## src/rtl/prog_loader.sv

```systemverilog
//=== prog_loader : framed byte-stream imem loader; holds the core in reset until the image verifies
//=== Revision: 1.0
`default_nettype none

module prog_loader #(
  parameter int ADDR_W  = 10,
  parameter int TIMEOUT = 1000
) (
  input  logic              clk,
  input  logic              rst_n,
  input  logic              start,
  input  logic [7:0]        in_data,
  input  logic              in_valid,
  output logic              in_ready,
  output logic              imem_we,
  output logic [ADDR_W-1:0] imem_waddr,
  output logic [31:0]       imem_wdata,
  output logic              cpu_rst_n,
  output logic              load_done,
  output logic              load_err,
  output logic [1:0]        err_code,
  output logic [ADDR_W:0]   words_loaded
);

  localparam logic [2:0] S_IDLE  = 3'd0;
  localparam logic [2:0] S_LEN0  = 3'd1;
  localparam logic [2:0] S_LEN1  = 3'd2;
  localparam logic [2:0] S_DATA  = 3'd3;
  localparam logic [2:0] S_CSUM  = 3'd4;
  localparam logic [2:0] S_DONE  = 3'd5;
  localparam logic [2:0] S_ERROR = 3'd6;

  localparam int          TMO_W     = $clog2(TIMEOUT + 1);
  localparam logic [16:0] MAX_WORDS = 17'(2 ** ADDR_W);

  logic [2:0]        state_q, state_d;
  logic [1:0]        err_code_q, err_code_d;
  logic              in_ready_q, in_ready_d;
  logic              cpu_rst_n_q, cpu_rst_n_d;
  logic              load_done_q, load_done_d;
  logic              load_err_q, load_err_d;

  logic              imem_we_q;
  logic [ADDR_W-1:0] waddr_q;
  logic [31:0]       wdata_q;
  logic [ADDR_W:0]   words_q;
  logic [7:0]        len_lo_q;
  logic [15:0]       len_q;
  logic [1:0]        byte_cnt_q;
  logic [23:0]       buf_q;
  logic [7:0]        xor_q;
  logic [TMO_W-1:0]  tmo_q;

  logic              accept, loading, begin_load, word_done, last_word, tmo_hit;
  logic [15:0]       len_full;

  assign accept     = in_valid && in_ready_q;
  assign loading    = state_q inside {S_LEN0, S_LEN1, S_DATA, S_CSUM};
  assign begin_load = start && !loading;
  assign len_full   = {in_data, len_lo_q};
  assign word_done  = accept && (state_q == S_DATA) && (byte_cnt_q == 2'd3);
  // Compared one bit wider than the address so a full 2**ADDR_W image ends on the right word
  assign last_word  = ({1'b0, len_q} == (17'(words_q) + 17'd1));
  assign tmo_hit    = loading && !accept && (tmo_q == TMO_W'(TIMEOUT - 1));

  always_ff @(posedge clk or negedge rst_n) begin
    if (!rst_n) begin
      state_q     <= S_IDLE;
      err_code_q  <= 2'b00;
      in_ready_q  <= 1'b0;
      cpu_rst_n_q <= 1'b0;
      load_done_q <= 1'b0;
      load_err_q  <= 1'b0;
    end else begin
      state_q     <= state_d;
      err_code_q  <= err_code_d;
      in_ready_q  <= in_ready_d;
      cpu_rst_n_q <= cpu_rst_n_d;
      load_done_q <= load_done_d;
      load_err_q  <= load_err_d;
    end
  end

  always_comb begin
    state_d    = state_q;
    err_code_d = err_code_q;
    case (state_q)
      S_IDLE, S_DONE, S_ERROR: begin
        if (start) begin
          state_d    = S_LEN0;
          err_code_d = 2'b00;
        end
      end
      S_LEN0: if (accept) state_d = S_LEN1;
      S_LEN1: begin
        if (accept) begin
          if (len_full == 16'd0) begin
            state_d = S_CSUM;
          end else if ({1'b0, len_full} > MAX_WORDS) begin
            state_d    = S_ERROR;
            err_code_d = 2'b01;
          end else begin
            state_d = S_DATA;
          end
        end
      end
      S_DATA: if (word_done && last_word) state_d = S_CSUM;
      S_CSUM: begin
        if (accept) begin
          if (in_data == xor_q) begin
            state_d = S_DONE;
          end else begin
            state_d    = S_ERROR;
            err_code_d = 2'b10;
          end
        end
      end
      default: state_d = S_IDLE;
    endcase
    if (tmo_hit) begin
      state_d    = S_ERROR;
      err_code_d = 2'b11;
    end
  end

  // Status outputs are registered from the next state so they change on the transition edge
  always_comb begin
    in_ready_d  = state_d inside {S_LEN0, S_LEN1, S_DATA, S_CSUM};
    cpu_rst_n_d = (state_d == S_DONE);
    load_done_d = (state_d == S_DONE);
    load_err_d  = (state_d == S_ERROR);
  end

  always_ff @(posedge clk or negedge rst_n) begin
    if (!rst_n) begin
      imem_we_q  <= 1'b0;
      waddr_q    <= '0;
      wdata_q    <= '0;
      words_q    <= '0;
      len_lo_q   <= '0;
      len_q      <= '0;
      byte_cnt_q <= '0;
      buf_q      <= '0;
      xor_q      <= '0;
      tmo_q      <= '0;
    end else begin
      imem_we_q <= 1'b0;
      if (begin_load || accept) begin
        tmo_q <= '0;
      end else if (loading) begin
        tmo_q <= tmo_q + TMO_W'(1);
      end
      if (begin_load) begin
        byte_cnt_q <= '0;
        xor_q      <= '0;
        words_q    <= '0;
      end
      if (accept) begin
        case (state_q)
          S_LEN0: len_lo_q <= in_data;
          S_LEN1: len_q    <= len_full;
          S_DATA: begin
            xor_q      <= xor_q ^ in_data;
            byte_cnt_q <= byte_cnt_q + 2'd1;
            case (byte_cnt_q)
              2'd0:    buf_q[7:0]   <= in_data;
              2'd1:    buf_q[15:8]  <= in_data;
              2'd2:    buf_q[23:16] <= in_data;
              default: begin
                wdata_q   <= {in_data, buf_q};
                waddr_q   <= words_q[ADDR_W-1:0];
                imem_we_q <= 1'b1;
                words_q   <= words_q + 1'b1;
              end
            endcase
          end
          default: ;
        endcase
      end
    end
  end

  assign in_ready     = in_ready_q;
  assign imem_we      = imem_we_q;
  assign imem_waddr   = waddr_q;
  assign imem_wdata   = wdata_q;
  assign cpu_rst_n    = cpu_rst_n_q;
  assign load_done    = load_done_q;
  assign load_err     = load_err_q;
  assign err_code     = err_code_q;
  assign words_loaded = words_q;

endmodule

`default_nettype wire

```

## config.mk

```make
export PLATFORM = sky130hd
export DESIGN_NAME = prog_loader
export DESIGN_NICKNAME = d
export VERILOG_FILES = /design/src/rtl/prog_loader.sv
export SDC_FILE = /design/constraint.sdc
export NUM_CORES = 1
export LEC_CHECK = 0
export BUFFER_PORTS_ARGS = -buffer_cell sky130_fd_sc_hd__buf_2
export CAP_MARGIN = 25
export CORE_ASPECT_RATIO = 1.75
export CORE_MARGIN = 4
export CORE_UTILIZATION = 63
export CTS_BUF_LIST = sky130_fd_sc_hd__clkbuf_16
export DETAILED_ROUTE_END_ITERATION = 10
export PLACE_DENSITY = 0.85
export SYNTH_ARGS = -nofsm -noshare
export SYNTH_HDL_FRONTEND = slang
export SYNTH_SLANG_ARGS = --single-unit
export TNS_END_PERCENT = 100
```

## constraint.sdc

```tcl
create_clock -name clk -period 3.7 [get_ports clk]
set_input_delay 0.555 -clock clk [delete_from_list [all_inputs] [get_ports clk]]
set_output_delay 0.555 -clock clk [all_outputs]
set_load 0.005 [all_outputs]
```

==> flow_metrics.env, run 1 <==
export IMPL_cts_resized=0
export IMPL_r2r_start="state_q[2]"
export IMPL_final_cell_mix="177 x nand2_1, 130 x dfrtp_1, 70 x buf_2"
export IMPL_synthArstFlopShare_pct=100.0
export IMPL_synth_nets=636
export IMPL_rr_worst_depth=8
export IMPL_numPortBuffers=71
export IMPL_synth_edff_count=0
export IMPL_worst_setup_path_end_kind="flip-flop"
export IMPL_coreArea_um2=9409
export IMPL_antenna_found_initial=0
export IMPL_cts_setup_buffers=0
export IMPL_groute_usage_overall_pct=29.61
export IMPL_swShare_pct=32.52
export IMPL_worstMarginPinSlew_ns=0.8565
export IMPL_wl_met1_um=5406
export IMPL_yosysUniqueCellTypes=55
export IMPL_antenna_diode_count=0
export IMPL_p_leak_nw=3.544
export IMPL_rsz0062_at_grt="false"
export IMPL_timing_fmax_mhz=372.0
export IMPL_ys_warn_count=0
export IMPL_gp_congestion=0.9101
export IMPL_clk_latency_ns=0.42
export IMPL_arrival_ns=2.97
export IMPL_grt_max_degree=67
export IMPL_drtIter0Drc=401
export IMPL_final_area_um2=7029
export IMPL_cts_htree_levels=4
export IMPL_grt_pass1_wl_um=25270
export IMPL_via_per_inst=6.132
export IMPL_clock_skew_ns=0.006661
export IMPL_postRouteAntennaNets=0
export IMPL_start_util_pct=64.49
export IMPL_highest_layer="met4"
export IMPL_drive_gt1_share_pct=23.04
export IMPL_dominantRegCellSynth="dfrtp_1"
export IMPL_ctsHoldBuffers=0
export IMPL_nNetsFinal=698
export IMPL_drc=0
export IMPL_numClockSinks=130
export IMPL_dp_hpwl_um=9933
export IMPL_min_period_ns=2.688
export IMPL_synth_seq_cells=130
export IMPL_irDropWorstVdd_mv=0.5587
export IMPL_critPathLaunch="state_q[2]"
export IMPL_wl_met2_um=8105
export IMPL_grt_pass1_vias=5083
export IMPL_finalSetupTns_ns=0
export IMPL_dr_pass1_iters=5
export IMPL_globalRouteOverflowTotal=0
export IMPL_clkTransAtPathRegs_ns=0.06
export IMPL_cts_inserted_buffers=17
export IMPL_place_area_um2=6481
export IMPL_syn2layout_area_growth_pct=15.84
export IMPL_cts_tree="yes"
export IMPL_clk_path_buf_depth=2
export IMPL_cp_max_fo=26
export IMPL_drv_cap=0
export IMPL_pwr_share_clk_pct=31.9
export IMPL_vias=4979
export IMPL_core_rowCount=47
export IMPL_rrSetupSlack_ns=1.01
export IMPL_finalCritPeriodShare_pct=72.64
export IMPL_die_w_um=82.19
export IMPL_syn_inst=617
export IMPL_outcome="finished, final reports clean"
export IMPL_worstPathRequired_ns=3.98
export IMPL_critPathLaunchType="flip-flop"
export IMPL_critPathKind="reg -> reg"
export IMPL_p_comb_share_pct=24.8
export IMPL_wl_per_cell_um=18.45
export IMPL_internal_power_mw=3.336
export IMPL_power_share_sequential_pct=43.3
export IMPL_slew_headroom_pct=42.84
export IMPL_routed_wl_um=14990
export IMPL_reg2reg_to="words_loaded[5]"
export IMPL_setup_viol=0
export IMPL_final_common_cell="nand2_1"
export IMPL_netlist_area_um2=6068
export IMPL_dieHeight_um=137.8
export IMPL_drv_slew=0
export IMPL_cts_root_buffer="clkbuf_16"
export IMPL_die_area_um2=11330
export IMPL_critPathCapture="words_loaded[5]"
export IMPL_p_switching_mw=1.608
export IMPL_syn_avg_cell_area_um2=9.835
export IMPL_powerDensity_nw_per_um2=703.3
export IMPL_ys_seq_area_share_pct=53.61
export IMPL_io_pins=72
export IMPL_hold_path_class="in -> async"
export IMPL_met3_length_um=927
export IMPL_final_hold_viol_count=0
[Yosys cell counts (8+ instances only)]
cell type | n | area share (%)
inv_1 | 8 | 0.49
o21ai_1 | 12 | 0.99
nand3_1 | 9 | 0.74
nor2_1 | 24 | 1.5
nor3_1 | 9 | 0.74
nand4_1 | 10 | 1.0
nand2_1 | 178 | 11
clkbuf_1 | 16 | 0.99
xnor2_1 | 17 | 2.5
mux2_2 | 43 | 8.0
o21ai_0 | 42 | 3.5
buf_2 | 15 | 1.2
dfrtp_1 | 130 | 54
a21oi_1 | 13 | 1.1
[worst min-delay path by stage]
stage,from,endpoint,depth (start not counted)
global route,rst_n,imem_wdata[22],1
global placement,buf_q[20],imem_wdata[20],2
detailed placement,buf_q[20],imem_wdata[20],2
finish,rst_n,imem_wdata[0],1
floorplan,rst_n,buf_q[0],0
CTS,rst_n,imem_wdata[0],1
[state kept, by name, summed over array words and instances (netlist names)]
register	flops
imem_waddr	10
xor_q	8
imem_we	1
state_q	3
err_code	2
buf_q	24
load_err	1
len_lo_q	8
words_loaded	11
byte_cnt_q	2
tmo_q	10
len_q	16
imem_wdata	32
load_done	1
in_ready	1
[worst max-delay path: stages, from the launching register on]
cell and delay, ns:
dfrtp_1 0.55, nand3b_1 0.23, nor2_1 0.06, buf_4 0.19, nand2_2 0.44, inv_2 0.09
a21oi_1 0.66, o21ai_1 0.20, o41ai_1 0.12
[cells by family after synthesis]
logic type | after synthesis | synth area share [%]
muxes | 48 | 8.825
AOI/OAI and AO/OA | 101 | 10.14
DFF | 130 | 53.61
buffers and inverters | 41 | 2.907
and+or+nand+nor | 268 | 19.90
adders and majority gates | 7 | 1.443
xor gates and xnor gates | 22 | 3.175
[power groups by stage]
stage / clock network [mW] / registers, mW / logic (mW)
floorplan: 0 / 2.03 / 0.937
global placement: 0 / 2.11 / 1.13
detailed placement: 0 / 2.14 / 1.19
CTS: 1.58 / 2.13 / 1.22
global route: 1.65 / 2.18 / 1.37
finish: 1.58 / 2.14 / 1.22
[cell type report]
class | count | area (µm²)
Sequential cell | 130 | 3253
Multi-Input combinational cell | 446 | 2641
Fill cell | 634 | 2380
Clock buffer | 17 | 425.4
Timing Repair Buffer | 75 | 400.4
Tap cell | 122 | 152.6
Clock inverter | 13 | 122.6
Inverter | 9 | 33.78
[stage by stage]
stage / instances / hold WS (ns) / util [%] / setup slack (ns) / power [mW]
finish: 812 / 0.2313 / 74.71 / 1.012 / 4.943
global route: 812 / 0.3104 / 74.71 / 0.8242 / 5.205
CTS: 812 / 0.2718 / 74.71 / 1.052 / 4.931
detailed placement: 782 / 0.4495 / 68.88 / 0.9660 / 3.327
global placement: 782 / 0.4418 / 68.88 / 1.139 / 3.237
floorplan: 617 / 0.2594 / - / 1.569 / 2.968
[metal layers]
layer | up-vias | GRT usage, %
li1 | 2226 | -
met1 | 2459 | 33.98
met2 | 240 | 50.18
met3 | 54 | 6.741
met4 | 0 | 15.71
met5 | - | 0
Note: power is estimated with default switching activity, not from simulation.
==> run 2, diff against run 1 <==
--- a/config.mk
+++ b/config.mk
@@ -9,10 +9,10 @@
 export CAP_MARGIN = 25
 export CORE_ASPECT_RATIO = 1.75
 export CORE_MARGIN = 4
-export CORE_UTILIZATION = 63
+export CORE_UTILIZATION = 53
 export CTS_BUF_LIST = sky130_fd_sc_hd__clkbuf_16
 export DETAILED_ROUTE_END_ITERATION = 10
-export PLACE_DENSITY = 0.85
+export PLACE_DENSITY = 0.76
 export SYNTH_ARGS = -nofsm -noshare
 export SYNTH_HDL_FRONTEND = slang
 export SYNTH_SLANG_ARGS = --single-unit
==> constraint.sdc (replaced) <==
create_clock -name clk -period 2.2 [get_ports clk]
set_input_delay 0.33 -clock clk [delete_from_list [all_inputs] [get_ports clk]]
set_output_delay 0.33 -clock clk [all_outputs]
set_load 0.005 [all_outputs]
==> run 2 against run 1 <==
The run now ends with setup timing left. Via count up 0.48%. Die area up 17%. Design area up 5.3%. Critical path depth down 1. Wire length down 0.68%. Maximum frequency up 21%. First-iteration DRC count down 21%. Combinational power up 88%. Sequential cell count unchanged. Worst hold slack better by 0.047 ns.
==> flow_metrics.env, run 2 (synthesis results as in run 1) <==
export IMPL_syn2layout_area_growth_pct=21.92
export IMPL_drtIter0Drc=317
export IMPL_cts_setup_buffers=0
export IMPL_finalCritPeriodShare_pct=100.6
export IMPL_p_switching_mw=2.735
export IMPL_nNetsFinal=730
export IMPL_clk_latency_ns=0.42
export IMPL_violations="setup timing"
export IMPL_dp_hpwl_um=10360
export IMPL_p_comb_share_pct=26.3
export IMPL_antenna_diode_count=0
export IMPL_pwr_share_clk_pct=33.5
export IMPL_largest_register_ffs=32
export IMPL_drv_cap=0
export IMPL_cts_tree="yes"
export IMPL_start_util_pct=54.34
export IMPL_grt_pass1_vias=5040
export IMPL_numPortBuffers=71
export IMPL_place_area_um2=6739
export IMPL_die_w_um=88.89
export IMPL_setup_viol=1
export IMPL_worstPathRequired_ns=2.50
export IMPL_outcome="finished, violations left"
export IMPL_internal_power_mw=5.982
export IMPL_critPathLaunchType="flip-flop"
export IMPL_drc=0
export IMPL_swShare_pct=31.37
export IMPL_clk_path_buf_depth=2
export IMPL_irDropWorstVdd_mv=0.8431
export IMPL_drv_slew=0
export IMPL_final_cell_mix="176 x nand2_1, 129 x dfrtp_1, 70 x buf_2"
export IMPL_clock_skew_ns=0.004643
export IMPL_final_area_um2=7398
export IMPL_path_common_cell="nand4_2"
export IMPL_core_rowCount=51
export IMPL_final_hold_viol_count=0
export IMPL_dieHeight_um=149.6
export IMPL_grt_pass1_wl_um=24500
export IMPL_powerDensity_nw_per_um2=1178
export IMPL_p_leak_nw=3.749
export IMPL_drive_gt1_share_pct=27.21
export IMPL_cp_slowest_cell="or4_1"
export IMPL_worstMarginPinSlew_ns=0.5526
export IMPL_cp_max_fo=8
export IMPL_power_share_sequential_pct=40.3
export IMPL_gp_congestion=0.9833
export IMPL_cts_htree_levels=4
export IMPL_coreArea_um2=11170
export IMPL_slowest_delay_ns=0.52
export IMPL_arrival_ns=2.51
export IMPL_min_period_ns=2.213
export IMPL_via_per_inst=5.845
export IMPL_numClockSinks=130
export IMPL_rr_worst_depth=7
export IMPL_io_pins=72
export IMPL_fin_cells=856
export IMPL_place_inst=823
export IMPL_antenna_found_initial=0
export IMPL_clkTransAtPathRegs_ns=0.05
export IMPL_grt_max_degree=74
export IMPL_worst_setup_path_end_kind="flip-flop"
export IMPL_finalSetupTns_ns=-0.01309
export IMPL_routed_wl_um=14880
export IMPL_whs_path_depth=2
export IMPL_final_common_cell="nand2_1"
export IMPL_wl_per_cell_um=17.39
export IMPL_cts_inserted_buffers=17
export IMPL_slew_headroom_pct=63.16
export IMPL_die_area_um2=13290
export IMPL_hold_path_class="in -> reg"
export IMPL_dr_pass1_iters=5
export IMPL_cts_root_buffer="clkbuf_16"
export IMPL_postRouteAntennaNets=0
export IMPL_globalRouteOverflowTotal=0
export IMPL_rsz0062_at_grt="true"
export IMPL_critPathKind="reg -> reg"
export IMPL_timing_fmax_mhz=451.9
export IMPL_groute_usage_overall_pct=24.01
export IMPL_crit_chain="nand4_2, or4_1, a32oi_1, o21ai_1, nand4_2, nand3_2, a21boi_2"
export IMPL_vias=5003
export IMPL_worst_slack_ns=-0.01309
-- run 2: worst paths after layout --
| check | start | end | slack (ns) |
|---|---|---|---|
| setup / recovery | words_loaded[5] | load_err | -0.01 |
| hold / removal | in_data[1] | len_q[9] | 0.28 |
| setup reg to reg | words_loaded[5] | load_err | -0.01 |
| hold reg to reg | buf_q[6] | imem_wdata[6] | 0.46 |
| max in group asynchronous | rst_n | words_loaded[3] | 1.07 |
| min in group asynchronous | rst_n | imem_wdata[3] | 0.36 |
-- run 2: final cells by class --
cell class | count | area [µm²]
Inverter | 9 | 33.78
Sequential cell | 130 | 3254
Clock buffer | 17 | 425.4
Tap cell | 132 | 165.2
Fill cell | 851 | 3769
Timing Repair Buffer | 107 | 655.6
Clock inverter | 15 | 191.4
Multi-Input combinational cell | 446 | 2673
-- run 2: power groups by stage --
stage | combinational (mW) | sequential (mW) | clock [mW]
final | 2.29 | 3.51 | 2.92
after global routing | 2.54 | 3.60 | 3.08
after CTS | 2.25 | 3.50 | 2.97
after detailed placement | 2.21 | 3.53 | 0
after global placement | 2.11 | 3.50 | 0
after floorplan | 1.58 | 3.42 | 0
-- run 2: repair_timing --
item	CTS	global route
setup endpoints to repair	3	9
hold endpoints to repair	23	0
resized for setup	1	6
pin swaps	1	3
hold buffers	1	0
-- run 2: metal layers --
metal  up-vias  global-route usage, %  wire, µm
met1      2471                  26.55      5455
met3        57                  4.573       715
met4         0                  12.25       593
met5         -                      0         0
li1       2296                      -         -
met2       179                  42.49      8118
-- run 2: worst max-delay path: cells and delay by family (launching register included) --
kind | cells | cell delay [ns]
AOI/OAI and AO/OA | 3 | 0.54
DFF | 1 | 0.49
and+or+nand+nor | 4 | 1.06
-- run 2: metrics by stage --
stage	hold WS, ns	utilization, %	worst slack, ns	total power [mW]
floorplan	0.03441	-	0.06910	4.992
global placement	0.2443	60.35	0.08764	5.609
detailed placement	0.2582	60.35	-0.008702	5.740
CTS	0.2587	65.97	0.003647	8.720
global route	0.2759	66.25	-0.1551	9.209
finish	0.2788	66.25	-0.01309	8.717
==> run 3, diff against run 2 <==
--- a/config.mk
+++ b/config.mk
@@ -7,12 +7,12 @@
 export LEC_CHECK = 0
 export BUFFER_PORTS_ARGS = -buffer_cell sky130_fd_sc_hd__buf_2
 export CAP_MARGIN = 25
-export CORE_ASPECT_RATIO = 1.75
+export CORE_ASPECT_RATIO = 0.8
 export CORE_MARGIN = 4
 export CORE_UTILIZATION = 53
 export CTS_BUF_LIST = sky130_fd_sc_hd__clkbuf_16
 export DETAILED_ROUTE_END_ITERATION = 10
-export PLACE_DENSITY = 0.76
+export PLACE_DENSITY_LB_ADDON = 0.15
 export SYNTH_ARGS = -nofsm -noshare
 export SYNTH_HDL_FRONTEND = slang
 export SYNTH_SLANG_ARGS = --single-unit
==> run 3 against run 2 <==
The run now ends clean. Sequential power about the same. Maximum frequency grew 2.4%. Worst hold slack got worse by 0.022 ns. Die area fell by 0.42%. Clock power shrank 5%. Worst setup slack improved by 0.052 ns. Design area increased by 0.25%. Sequential cell count stayed put. Critical path type unchanged. Largest power group unchanged. Utilization increased by 1.1 points.
==> flow_metrics.env, run 3 (synthesis results as in run 1) <==
export IMPL_via_per_inst=5.621
export IMPL_dp_hpwl_um=10030
export IMPL_irDropWorstVdd_mv=0.6406
export IMPL_rsz0062_at_grt="true"
export IMPL_drv_cap=0
export IMPL_powerDensity_nw_per_um2=1153
export IMPL_cp_max_fo=8
export IMPL_io_pins=72
export IMPL_vias=4890
export IMPL_finalSetupTns_ns=0
export IMPL_clk_latency_ns=0.42
export IMPL_start_util_pct=55.08
export IMPL_postRouteAntennaNets=0
export IMPL_cts_inserted_buffers=17
export IMPL_coreArea_um2=11020
export IMPL_min_period_ns=2.161
export IMPL_worst_setup_path_end_kind="flip-flop"
export IMPL_worst_slack_ns=0.03920
export IMPL_cts_setup_buffers=0
export IMPL_final_cell_mix="176 x nand2_1, 129 x dfrtp_1, 70 x buf_2"
export IMPL_drc=0
export IMPL_finalCritPeriodShare_pct=98.22
export IMPL_routed_wl_um=14510
export IMPL_arrival_ns=2.47
export IMPL_die_w_um=127.6
export IMPL_groute_usage_overall_pct=23.01
export IMPL_largest_register_ffs=32
export IMPL_p_leak_nw=3.740
export IMPL_cts_root_buffer="clkbuf_16"
export IMPL_drtIter0Drc=483
export IMPL_worstPathRequired_ns=2.51
export IMPL_critPathLaunch="words_loaded[3]"
export IMPL_nNetsFinal=732
export IMPL_critPathLaunchType="flip-flop"
export IMPL_cts_tree="yes"
export IMPL_syn2layout_area_growth_pct=22.23
export IMPL_grt_pass1_wl_um=24490
export IMPL_clk_path_buf_depth=2
export IMPL_slew_headroom_pct=63.82
export IMPL_critPathKind="reg -> reg"
export IMPL_r2r_start="words_loaded[3]"
export IMPL_setup_viol=0
export IMPL_core_rowCount=34
export IMPL_antenna_diode_count=0
export IMPL_die_area_um2=13240
export IMPL_clock_skew_ns=0.006785
export IMPL_cts_htree_levels=4
export IMPL_hold_path_class="in -> reg"
export IMPL_hp_start="in_data[6]"
export IMPL_final_hold_viol_count=0
export IMPL_dr_pass1_iters=5
export IMPL_dieHeight_um=103.7
export IMPL_antenna_found_initial=0
export IMPL_timing_fmax_mhz=462.8
export IMPL_worstMarginPinSlew_ns=0.5426
export IMPL_final_common_cell="nand2_1"
export IMPL_wl_per_cell_um=16.67
export IMPL_dpl_worst_slack_ns=-0.03334
export IMPL_grt_pass1_vias=4845
export IMPL_grt_max_degree=82
export IMPL_clkTransAtPathRegs_ns=0.06
export IMPL_globalRouteOverflowTotal=0
export IMPL_numPortBuffers=71
export IMPL_drv_slew=0
export IMPL_drive_gt1_share_pct=28.10
export IMPL_outcome="finished, final reports clean"
export IMPL_numClockSinks=130
export IMPL_gp_congestion=0.9083
[run 3: cell count changes in the layout (fill, tap and decap cells not counted), sizes merged]
cell	change
buf	+2
clkinv	-4
clkinvlp	+1
bufinv	-2
inv	+5
[run 3: final timing paths]
| check | to | slack, ns | depth (start not counted) |
|---|---|---|---|
| min in group asynchronous | imem_wdata[11] | 0.34 | 2 |
| worst min-delay path | xor_q[6] | 0.26 | 3 |
| max in group asynchronous | tmo_q[3] | 1.15 | 3 |
| worst max-delay path | load_err | 0.04 | 7 |
| worst max register to register | load_err | 0.04 | 7 |
| worst min register to register | imem_wdata[6] | 0.45 | 2 |
[run 3: final cells by class]
type                    count  area, µm²
clock buffers              17      425.4
clock inverters            15      160.2
fillers                   846       3601
inverters                   9      33.78
multi-input cells         446       2701
flip-flops and latches    130       3254
well taps                 144      180.2
repair buffers            109      661.9
[run 3: repair_timing]
| action | 4_1_cts | 5_1_grt |
|---|---|---|
| endpoints found under the setup margin | 4 | 8 |
| resized for setup | 6 | 7 |
| endpoints found under the hold margin | 18 | 0 |
| pin swaps | 3 | 4 |
| hold buffers | 1 | 0 |
[run 3: per-stage QoR]
stage,cells,utilization [%],power [mW],hold WS (ns),area [µm²]
after global routing,870,67.32,9.062,0.2596,7417
after global placement,837,61.32,5.642,0.2202,6756
after detailed placement,837,61.32,5.761,0.2232,6756
final,870,67.32,8.554,0.2566,7417
after CTS,870,67.05,8.567,0.2497,7387
after floorplan,617,-,4.992,0.03441,6068
[run 3: power by group]
group | internal, mW | total, mW | switching [mW]
registers | 3.03 | 3.51 | 0.479
logic | 1.10 | 2.28 | 1.19
clock network | 1.68 | 2.76 | 1.09
[run 3: critical path, stage by stage (launching register included)]
cell and delay (ns):
dfrtp_1 0.50, nand4_2 0.25, or4_1 0.51, a32oi_1 0.19, o21ai_1 0.13, nand4_2 0.20, nand3_2 0.11, a21boi_2 0.17
[run 3: per-layer routing]
| metal | GRT usage (%) | up-vias | share of wire (%) |
|---|---|---|---|
| li1 | - | 2309 | - |
| met1 | 33.21 | 2405 | 47 |
| met2 | 35.01 | 151 | 46 |
| met3 | 4.424 | 25 | 6.0 |
| met4 | 7.879 | 0 | 1.5 |
| met5 | 0 | - | 0 |
